$ cat config.mk
export PLATFORM = sky130hd
export DESIGN_NAME = trp_cmd_seq
export DESIGN_NICKNAME = d
export VERILOG_FILES = /design/src/rtl/trp_pkg.sv /design/src/rtl/trp_cmd_fifo.sv /design/src/rtl/trp_cmd_seq.sv
export SDC_FILE = /design/constraint.sdc
export NUM_CORES = 2
export LEC_CHECK = 0
export BUFFER_PORTS_ARGS = -buffer_cell sky130_fd_sc_hd__buf_4
export CAP_MARGIN = 25
export CORE_ASPECT_RATIO = 1.2
export CORE_MARGIN = 2
export CORE_UTILIZATION = 53
export CTS_CLUSTER_DIAMETER = 100
export DETAILED_ROUTE_END_ITERATION = 8
export PLACE_DENSITY = 0.76
export SLEW_MARGIN = 15
export SYNTH_ARGS = -nofsm -noshare
export SYNTH_HDL_FRONTEND = slang
export SYNTH_SLANG_ARGS = --single-unit
export TNS_END_PERCENT = 5
$ cat constraint.sdc
create_clock -name clk -period 14.09 [get_ports clk]
set_clock_uncertainty 0.2 [all_clocks]
set_input_delay 1.409 -clock clk [delete_from_list [all_inputs] [get_ports clk]]
set_output_delay 1.409 -clock clk [all_outputs]
set_load 0.02 [all_outputs]
$ cat src/rtl/trp_pkg.sv
// Shared types for the transposer job path: descriptor layout, mode encoding,
// sequencer state encoding and the descriptor legality rule.
package trp_pkg;

    localparam int unsigned TRP_AW   = 16;
    localparam int unsigned TRP_ADIM = 6;
    localparam int unsigned TRP_TAGW = 4;

    typedef enum logic [1:0] {
        BIT8_MODE  = 2'b01,
        BIT32_MODE = 2'b10
    } mode_t;

    typedef enum logic [3:0] {
        S_IDLE   = 4'b0001,
        S_LOAD   = 4'b0010,
        S_LAUNCH = 4'b0100,
        S_RUN    = 4'b1000
    } seq_state_t;

    typedef struct packed {
        logic [TRP_TAGW-1:0]              tag;
        logic                             repack_en;
        logic [1:0]                       mode;
        logic [TRP_AW-1:0]                rreq_num;
        logic [TRP_AW-1:0]                wreq_num;
        logic [TRP_AW-1:0]                raddr_base;
        logic [TRP_AW-1:0]                waddr_base;
        logic [TRP_AW-1:0]                packed_dim_size;
        logic [TRP_AW-1:0]                unpacked_dim_size;
        logic [TRP_ADIM-1:0][TRP_AW-1:0]  raddr_size;
        logic [TRP_ADIM-1:0][TRP_AW-1:0]  raddr_stride;
        logic [TRP_ADIM-1:0][TRP_AW-1:0]  waddr_size;
        logic [TRP_ADIM-1:0][TRP_AW-1:0]  waddr_stride;
    } trp_cmd_t;

    // Descriptors the transposer would hang on; these are rejected, never launched.
    function automatic logic cmd_illegal(input trp_cmd_t c);
        logic mode_ok;
        mode_ok = (c.mode == BIT8_MODE) || (c.mode == BIT32_MODE);
        return (c.rreq_num == '0) || (c.wreq_num == '0) ||
               (c.repack_en && !mode_ok) ||
               (c.repack_en && (c.packed_dim_size == '0));
    endfunction

endpackage

$ cat src/rtl/trp_cmd_fifo.sv
// Synchronous descriptor FIFO; full/empty derived from an extra pointer MSB.
module trp_cmd_fifo
    import trp_pkg::*;
#(
    parameter int unsigned DEPTH = 4
) (
    input  logic     clk,
    input  logic     reset,
    input  logic     push,
    input  trp_cmd_t push_data,
    input  logic     pop,
    output trp_cmd_t pop_data,
    output logic     full,
    output logic     empty
);

    localparam int unsigned PW = $clog2(DEPTH);
    localparam logic [PW:0] PTR_ONE = 1;

    logic [PW:0] wr_ptr_q, wr_ptr_d;
    logic [PW:0] rd_ptr_q, rd_ptr_d;
    trp_cmd_t    mem_q [DEPTH];
    trp_cmd_t    mem_d [DEPTH];
    logic        do_push, do_pop;

    assign empty    = (wr_ptr_q == rd_ptr_q);
    assign full     = (wr_ptr_q[PW] != rd_ptr_q[PW]) &&
                      (wr_ptr_q[PW-1:0] == rd_ptr_q[PW-1:0]);
    assign pop_data = mem_q[rd_ptr_q[PW-1:0]];

    always_comb begin
        do_push  = push && !full;
        do_pop   = pop && !empty;
        wr_ptr_d = do_push ? wr_ptr_q + PTR_ONE : wr_ptr_q;
        rd_ptr_d = do_pop  ? rd_ptr_q + PTR_ONE : rd_ptr_q;
        mem_d    = mem_q;
        if (do_push) begin
            mem_d[wr_ptr_q[PW-1:0]] = push_data;
        end
    end

    always_ff @(posedge clk) begin
        if (reset) begin
            wr_ptr_q <= '0;
            rd_ptr_q <= '0;
        end else begin
            wr_ptr_q <= wr_ptr_d;
            rd_ptr_q <= rd_ptr_d;
        end
    end

    always_ff @(posedge clk) begin
        mem_q <= mem_d;
    end

endmodule

$ cat src/rtl/trp_cmd_seq.sv
// Job sequencer in front of the transposer: queues descriptors, validates each,
// launches one job at a time and reports per-job completion or rejection.
module trp_cmd_seq
    import trp_pkg::*;
#(
    parameter int unsigned AW   = TRP_AW,
    parameter int unsigned ADIM = TRP_ADIM,
    parameter int unsigned QD   = 4,
    parameter int unsigned TAGW = TRP_TAGW,
    parameter int unsigned TMOW = 20
) (
    input  logic                      clk,
    input  logic                      reset,
    input  logic                      cmd_vld,
    output logic                      cmd_rdy,
    input  logic [TAGW-1:0]           cmd_tag,
    input  logic                      cmd_repack_en,
    input  logic [1:0]                cmd_mode,
    input  logic [AW-1:0]             cmd_rreq_num,
    input  logic [AW-1:0]             cmd_wreq_num,
    input  logic [AW-1:0]             cmd_raddr_base,
    input  logic [AW-1:0]             cmd_waddr_base,
    input  logic [AW-1:0]             cmd_packed_dim_size,
    input  logic [AW-1:0]             cmd_unpacked_dim_size,
    input  logic [ADIM-1:0][AW-1:0]   cmd_raddr_size,
    input  logic [ADIM-1:0][AW-1:0]   cmd_raddr_stride,
    input  logic [ADIM-1:0][AW-1:0]   cmd_waddr_size,
    input  logic [ADIM-1:0][AW-1:0]   cmd_waddr_stride,
    input  logic [TMOW-1:0]           tmo_limit,
    input  logic                      err_clr,
    output logic                      init_pulse,
    output logic                      repack_en,
    output logic [1:0]                mode,
    output logic [AW-1:0]             rreq_num,
    output logic [AW-1:0]             wreq_num,
    output logic [AW-1:0]             raddr_base,
    output logic [AW-1:0]             waddr_base,
    output logic [AW-1:0]             packed_dim_size,
    output logic [AW-1:0]             unpacked_dim_size,
    output logic [ADIM-1:0][AW-1:0]   raddr_size,
    output logic [ADIM-1:0][AW-1:0]   raddr_stride,
    output logic [ADIM-1:0][AW-1:0]   waddr_size,
    output logic [ADIM-1:0][AW-1:0]   waddr_stride,
    input  logic                      finish,
    output logic                      done_vld,
    output logic [TAGW-1:0]           done_tag,
    output logic                      done_err,
    output logic                      busy,
    output logic                      err_ill,
    output logic                      err_tmo,
    output logic                      err_spur
);

    localparam logic [TMOW-1:0] WDOG_ONE = 1;

    seq_state_t      state_q, state_d;
    trp_cmd_t        cmd_in, fifo_head;
    trp_cmd_t        cfg_q, cfg_d;
    logic            fifo_full, fifo_empty;
    logic            pop, launch, load_bad, run_done, wdog_clr, in_run, tmo_hit;
    logic [TMOW-1:0] wdog_q, wdog_d;
    logic            done_vld_q, done_vld_d;
    logic            done_err_q, done_err_d;
    logic [TAGW-1:0] done_tag_q, done_tag_d;
    logic            err_ill_q, err_ill_d;
    logic            err_tmo_q, err_tmo_d;
    logic            err_spur_q, err_spur_d;

    always_comb begin
        cmd_in.tag               = cmd_tag;
        cmd_in.repack_en         = cmd_repack_en;
        cmd_in.mode              = cmd_mode;
        cmd_in.rreq_num          = cmd_rreq_num;
        cmd_in.wreq_num          = cmd_wreq_num;
        cmd_in.raddr_base        = cmd_raddr_base;
        cmd_in.waddr_base        = cmd_waddr_base;
        cmd_in.packed_dim_size   = cmd_packed_dim_size;
        cmd_in.unpacked_dim_size = cmd_unpacked_dim_size;
        cmd_in.raddr_size        = cmd_raddr_size;
        cmd_in.raddr_stride      = cmd_raddr_stride;
        cmd_in.waddr_size        = cmd_waddr_size;
        cmd_in.waddr_stride      = cmd_waddr_stride;
    end

    trp_cmd_fifo #(
        .DEPTH (QD)
    ) u_fifo (
        .clk       (clk),
        .reset     (reset),
        .push      (cmd_vld),
        .push_data (cmd_in),
        .pop       (pop),
        .pop_data  (fifo_head),
        .full      (fifo_full),
        .empty     (fifo_empty)
    );

    always_ff @(posedge clk) begin
        if (reset) begin
            state_q <= S_IDLE;
        end else begin
            state_q <= state_d;
        end
    end

    always_comb begin
        state_d = state_q;
        case (state_q)
            S_IDLE:   if (!fifo_empty) state_d = S_LOAD;
            S_LOAD:   state_d = cmd_illegal(cfg_q) ? S_IDLE : S_LAUNCH;
            S_LAUNCH: state_d = S_RUN;
            S_RUN:    if (finish) state_d = S_IDLE;
            default:  state_d = S_IDLE;
        endcase
    end

    always_comb begin
        pop      = 1'b0;
        launch   = 1'b0;
        load_bad = 1'b0;
        run_done = 1'b0;
        wdog_clr = 1'b0;
        in_run   = 1'b0;
        case (state_q)
            S_IDLE:   pop = !fifo_empty;
            S_LOAD:   load_bad = cmd_illegal(cfg_q);
            S_LAUNCH: begin
                launch   = 1'b1;
                wdog_clr = 1'b1;
            end
            S_RUN: begin
                in_run   = 1'b1;
                run_done = finish;
            end
            default: ;
        endcase
    end

    // Config only moves on pop, so it is stable from S_LOAD through S_RUN.
    always_comb begin
        cfg_d = pop ? fifo_head : cfg_q;

        wdog_d = wdog_q;
        if (wdog_clr) begin
            wdog_d = '0;
        end else if (in_run && (wdog_q != '1)) begin
            wdog_d = wdog_q + WDOG_ONE;
        end
        tmo_hit = in_run && (tmo_limit != '0) && (wdog_d >= tmo_limit);

        done_vld_d = load_bad || run_done;
        done_err_d = load_bad;
        done_tag_d = done_vld_d ? cfg_q.tag : done_tag_q;

        // A new error event in the same cycle as err_clr stays set.
        err_ill_d  = load_bad || (err_ill_q && !err_clr);
        err_tmo_d  = tmo_hit || (err_tmo_q && !err_clr);
        err_spur_d = (finish && !in_run) || (err_spur_q && !err_clr);
    end

    always_ff @(posedge clk) begin
        if (reset) begin
            cfg_q      <= '0;
            wdog_q     <= '0;
            done_vld_q <= 1'b0;
            done_err_q <= 1'b0;
            done_tag_q <= '0;
            err_ill_q  <= 1'b0;
            err_tmo_q  <= 1'b0;
            err_spur_q <= 1'b0;
        end else begin
            cfg_q      <= cfg_d;
            wdog_q     <= wdog_d;
            done_vld_q <= done_vld_d;
            done_err_q <= done_err_d;
            done_tag_q <= done_tag_d;
            err_ill_q  <= err_ill_d;
            err_tmo_q  <= err_tmo_d;
            err_spur_q <= err_spur_d;
        end
    end

    assign cmd_rdy           = !fifo_full;
    assign busy              = (state_q != S_IDLE) || !fifo_empty;
    assign init_pulse        = launch;
    assign repack_en         = cfg_q.repack_en;
    assign mode              = cfg_q.mode;
    assign rreq_num          = cfg_q.rreq_num;
    assign wreq_num          = cfg_q.wreq_num;
    assign raddr_base        = cfg_q.raddr_base;
    assign waddr_base        = cfg_q.waddr_base;
    assign packed_dim_size   = cfg_q.packed_dim_size;
    assign unpacked_dim_size = cfg_q.unpacked_dim_size;
    assign raddr_size        = cfg_q.raddr_size;
    assign raddr_stride      = cfg_q.raddr_stride;
    assign waddr_size        = cfg_q.waddr_size;
    assign waddr_stride      = cfg_q.waddr_stride;
    assign done_vld          = done_vld_q;
    assign done_err          = done_err_q;
    assign done_tag          = done_tag_q;
    assign err_ill           = err_ill_q;
    assign err_tmo           = err_tmo_q;
    assign err_spur          = err_spur_q;

endmodule

## Word level (Yosys, flattened, before mapping)

Index checks and enable logic that the tools add are counted.

- Memories kept: 0
- Output and inout port bits: 495
- Logic and storage cells: 246
- Register bits after elaboration: 2474
- Bits in latches: 0
- Memory bits (read-only): 0
- Bits of input ports: 512
- RAM bits: 0

- Multiplexer cells: 17
- Reductions and logical operators: 32
- Bitwise logic cells: 2
- Multiply operators: 0
- Equality and inequality tests: 13
- Order comparisons: 4
- Add/sub/neg operators: 3
- Shifts and indexed selects: 0
- Div/mod/pow operators: 0

Operators by type and width:

| operator | count |
|---|---|
| 1948-bit bitwise mux | 1 |
| 487-bit two-way mux | 3 |
| 487-bit binary-select mux with 2-bit select | 1 |
| 487-bit demux with 2-bit select | 1 |
| 16-bit logical NOT | 3 |
| 20-bit two-way mux | 2 |
| 20-bit by 1-bit adder with 20-bit output (second input constant) | 1 |
| 20-bit greater-or-equal comparator | 1 |
| 20-bit inequality test (second input constant) | 1 |
| 20-bit nonzero test | 1 |
| 4-bit one-hot mux with 4 select lines | 1 |
| 1-bit logical AND | 13 |
| 1-bit logical OR | 9 |
| 4-bit two-way mux | 2 |
| 3-bit by 1-bit adder with 3-bit output (second input constant) | 2 |
| 3-bit greater-or-equal comparator (second input constant) | 2 |
| 2-bit NOT with 3-bit output | 2 |
| 1-bit logical NOT | 5 |
| 1-bit two-way mux | 5 |
| 4-bit by 1-bit == test with 1-bit output (second input constant) | 1 |
| 4-bit by 2-bit == test with 1-bit output (second input constant) | 1 |
| 4-bit by 3-bit == test with 1-bit output (second input constant) | 1 |
| 4-bit == test (second input constant) | 1 |
| 2-bit inequality test (second input constant) | 2 |
| 9 further kinds | 9 |

## Longest topological paths before layout

- Depth in word-level cells: 8
- Depth in mapped cells: 14
- Depth with buffers taken out: 14

## By module

A second synthesis with hierarchy kept.

- Cell total of the unflattened synthesis: 5495
- Area total of the unflattened synthesis: 93093.0 sq um

Modules (own cells, without submodules):

| module | cells each | instances | area an instance (sq um) |
|---|---|---|---|
| trp_cmd_fifo | 2612 | 1 | 70676.5 |
| trp_cmd_seq | 2883 | 1 | 22416.5 |

## Worst setup path after synthesis

No wires, ideal clock.

- Kind: input to register
- Start: input cmd_vld
- End: register u_fifo.mem_q[1461] (netlist name) (enable)
- Stages on the path: 1
- Required time: 12971 ps
- Library setup time: 919 ps
- Buffers on the path: 0
- Slack: 476 ps
- Arrival time: 12495 ps
- Cell sequence: and3_1

- Word-level cells in the longest chain between the ends: 1

RTL lines:

| what | RTL line | text |
|---|---|---|
| from (decl) | trp_cmd_seq.sv:14 | `input logic cmd_vld,` |
| 1-bit logical AND | trp_cmd_fifo.sv:32 | `do_push = push && !full;` |
| to (signal assigned) | trp_cmd_fifo.sv:53 | `mem_q <= mem_d;` |
| to (decl) | trp_cmd_fifo.sv:22 | `trp_cmd_t mem_q [DEPTH];` |

Every way passes these cells.
A chain may end at the register's enable or synchronous reset.

## Worst setup path in the final report

- Start: register u_fifo.rd_ptr_q[1]
- End: register u_fifo.mem_q[1644] (netlist name) (enable)

- Word-level cells in the longest chain between the ends: 4

RTL lines:

| what | RTL line | text |
|---|---|---|
| from (decl) | trp_cmd_fifo.sv:21 | `logic [PW:0] rd_ptr_q, rd_ptr_d;` |
| from (signal assigned) | trp_cmd_fifo.sv:48 | `rd_ptr_q <= rd_ptr_d;` |
| 2-bit == test | trp_cmd_fifo.sv:28 | `(wr_ptr_q[PW-1:0] == rd_ptr_q[PW-1:0]);` |
| 1-bit logical AND | trp_cmd_fifo.sv:27 | `assign full = (wr_ptr_q[PW] != rd_ptr_q[PW]) &&` |
| 1-bit logical NOT | trp_cmd_fifo.sv:32 |  |
| 1-bit logical AND | trp_cmd_fifo.sv:32 |  |

Every way passes these cells.

==> metrics.txt <==
DRT iter0 DRCs=4189; Req. time, crit path=14.35 ns; Critical Path, Cell by Cell=xnor2_1, nand3_1, and3_4, buf_4, buf_4, buf_12; Synth async-reset ratio=0%; Post-Synth XOR/XNOR Area=0.246%; Slew Limit Headroom=28.2%; dpl ws=8.70 ns; maxcap violations=0; Initial Util=53.2%; DRC viols=0; Synth Register Bits=2474; Adder-Cell Fraction of Synth Area=0.351%; most used cell along the critical path=buf_4; Std-Cell Rows=168; Global Route Usage Sum=24.3%; Pre-antenna DRT Iters=6; CTS Buffer Depth=3; Cell variety after synth=44; initial antenna violation count=73; status=finished, final reports clean; port buffer count=1006; count of pins over their slew limit=0; hold_buf cts=0; Fin. Hold Viols=0; mux cell area share after synthesis=11.9%; Post-CTS Setup Repair Bufs=0; first-pass GRT wire length=318000 µm; Hold WC Path Type=register to register; Via Count=49.0k; vias in the first global route=48.8k; TritonCTS buffer count=218; simple-gate share of the synthesized area=4.78%; CTS tree=yes; Syn. warnings=0; wire per inst=26.1 µm; final setup violation count=0; Synth Net Count=5984; half-perimeter wire length after placement=139000 µm; largest family of logic cells by synthesized area=multiplexers; Internal=14.2 mW; clk slew on worst S/H paths=0.06 ns; clock power share=29.4%; EDFF count, synth=1948; sequential area share after synthesis=74.5%; maximum VDD drop=0.162 mV; Die Y-Extent=462 µm; power share of the combinational group=25.6%; layout cell share with drive strength beyond 1=30.9%; CP max stage cell=dfxtp_4; crit path DAT=5.74 ns; Leakage Power=36.5 nW; Worst Setup Start Kind=register; H-tree depth=4; Clk Latency, worst-skew pair=0.87 ns; vias per cell=5.77; Seq pwr share=45.0%; Worst Slack Setup Final=8.60 ns; switching fraction of total power=31.3%; cts repair resizes=0; drt total wl=222000 µm; unrepaired setup endpoints after global routing=no; worst slew pin tran=1.08 ns; Fin Setup TNS=0 ns; CP max stage delay=0.94 ns; Psw=6.49 mW; Die Width=386 µm; CTS sink count=2474; I/O pin total=1007; crit end category=register; Core ar.=174000 µm²; min Tclk post-route=5.49 ns; ANT nets after route=0; Root Buffer=clkbuf_16; Compound-Gate Fraction of Synth Area=2.90%; Setup CP Type=register to register; Hold Slack=0.254 ns; Fmax achieved=0.182 GHz; Avg Synthesized Cell Area=17.0 µm²; Main synth FF type=edfxtp_1; Synth Instances=5446; CP max FO=130; PD cells=195 nW/µm²; Netlist Area Pre-Place=92600 µm²; gp weighted congestion=0.808; GRT Residual Overflow=0; Layout area overhead=15.1%; largest net degree at the start of global routing=188; final worst path period share=38.9%; # nets final=6513; full die area=178000 µm²
routing by layer:
layer / track usage (%) / share of wire, % / vias to the layer above
met1: 31.1 / 37 / 25139
met4: 8.31 / 3.1 / 88
li1: - / - / 21065
met2: 37.9 / 47 / 2330
met3: 9.57 / 12 / 386
met5: 0 / 0.24 / -
worst paths after layout:
check	from	endpoint	slack [ns]	cells past startpoint
setup / recovery	u_fifo.rd_ptr_q[1]	u_fifo.mem_q[1644]	8.60	6
hold / removal	cfg_q[484]	done_tag[1]	0.25	2
setup reg to reg	u_fifo.rd_ptr_q[1]	u_fifo.mem_q[1644]	8.60	6
hold reg to reg	cfg_q[484]	done_tag[1]	0.25	2
cell type report:
cell class,count,area [µm²]
antenna,33,82.6
clock buffer,305,6080
clock inverter,112,1370
fill,12037,67500
inverter,22,82.6
multi-input combinational,2190,18700
sequential,2474,69000
tap,2295,2870
timing repair buffer,1069,8300
through the flow:
stage / utilization, % / power [mW] / area (µm²) / instances
6_report: 61.2 / 20.7 / 107000 / 8500
5_1_grt: 61.2 / 21.5 / 106000 / 8475
4_1_cts: 61.1 / 20.8 / 106000 / 8465
3_5_place_dp: 56.9 / 14.8 / 99000 / 8048
3_3_place_gp: 56.8 / 14.7 / 98900 / 8043
2_1_floorplan: - / 13.4 / 92600 / 5446
cells in the mapped netlist, types with 17 or more instances:
master / n / share of area (%)
a21oi_1: 501 / 2.7
buf_1: 21 / 0.085
buf_2: 117 / 0.63
buf_4: 483 / 3.9
clkbuf_1: 139 / 0.56
dfxtp_1: 526 / 11
edfxtp_1: 1948 / 63
ha_1: 26 / 0.35
inv_1: 22 / 0.089
mux4_2: 487 / 12
nand2_1: 994 / 4.0
nor2_1: 55 / 0.22
nor4_1: 17 / 0.11
logic make-up after synthesis:
family,Yosys count
AND/OR/NAND/NOR,1121
flip-flops,2474
multiplexers,492
buffers and inverters,782
XOR/XNOR,26
adder cells (fa/ha/maj),26
AO/OA/AOI/OAI,525
state kept, by name (all words and copies together) (netlist names), 2 cells and up:
register,cells
u_fifo.rd_ptr_q,3
raddr_base,16
waddr_base,16
cfg_q,4
waddr_stride,96
packed_dim_size,16
wreq_num,16
done_tag,4
waddr_size,96
rreq_num,16
u_fifo.wr_ptr_q,3
wdog_q,20
raddr_size,96
unpacked_dim_size,16
raddr_stride,96
u_fifo.mem_q,1948
mode,2
state_q,4
power groups by stage:
stage	Combinational [mW]	Clock (mW)	Sequential [mW]
6_report	5.31	6.08	9.33
2_1_floorplan	4.01	0	9.34
3_5_place_dp	5.33	0	9.46
4_1_cts	5.36	6.16	9.32
3_3_place_gp	5.25	0	9.41
5_1_grt	5.68	6.42	9.39
critical path: cells and delay by family (launching register included):
family,cells,cell delay [ns]
XOR/XNOR,1,0.21
buffers and inverters,3,2.17
flip-flops,1,0.94
AND/OR/NAND/NOR,2,1.02
cell usage in the layout, fill, tap and decap left out, types with 33 or more instances in the layout:
master and instances:
a21oi_1 501, buf_4 1049, clkbuf_1 62, clkbuf_16 222, clkinv_2 39, dfxtp_1 524
diode_2 33, edfxtp_1 1948, mux4_2 487, nand2_1 993, nor2_1 55
(Power assumes the default switching activity.)
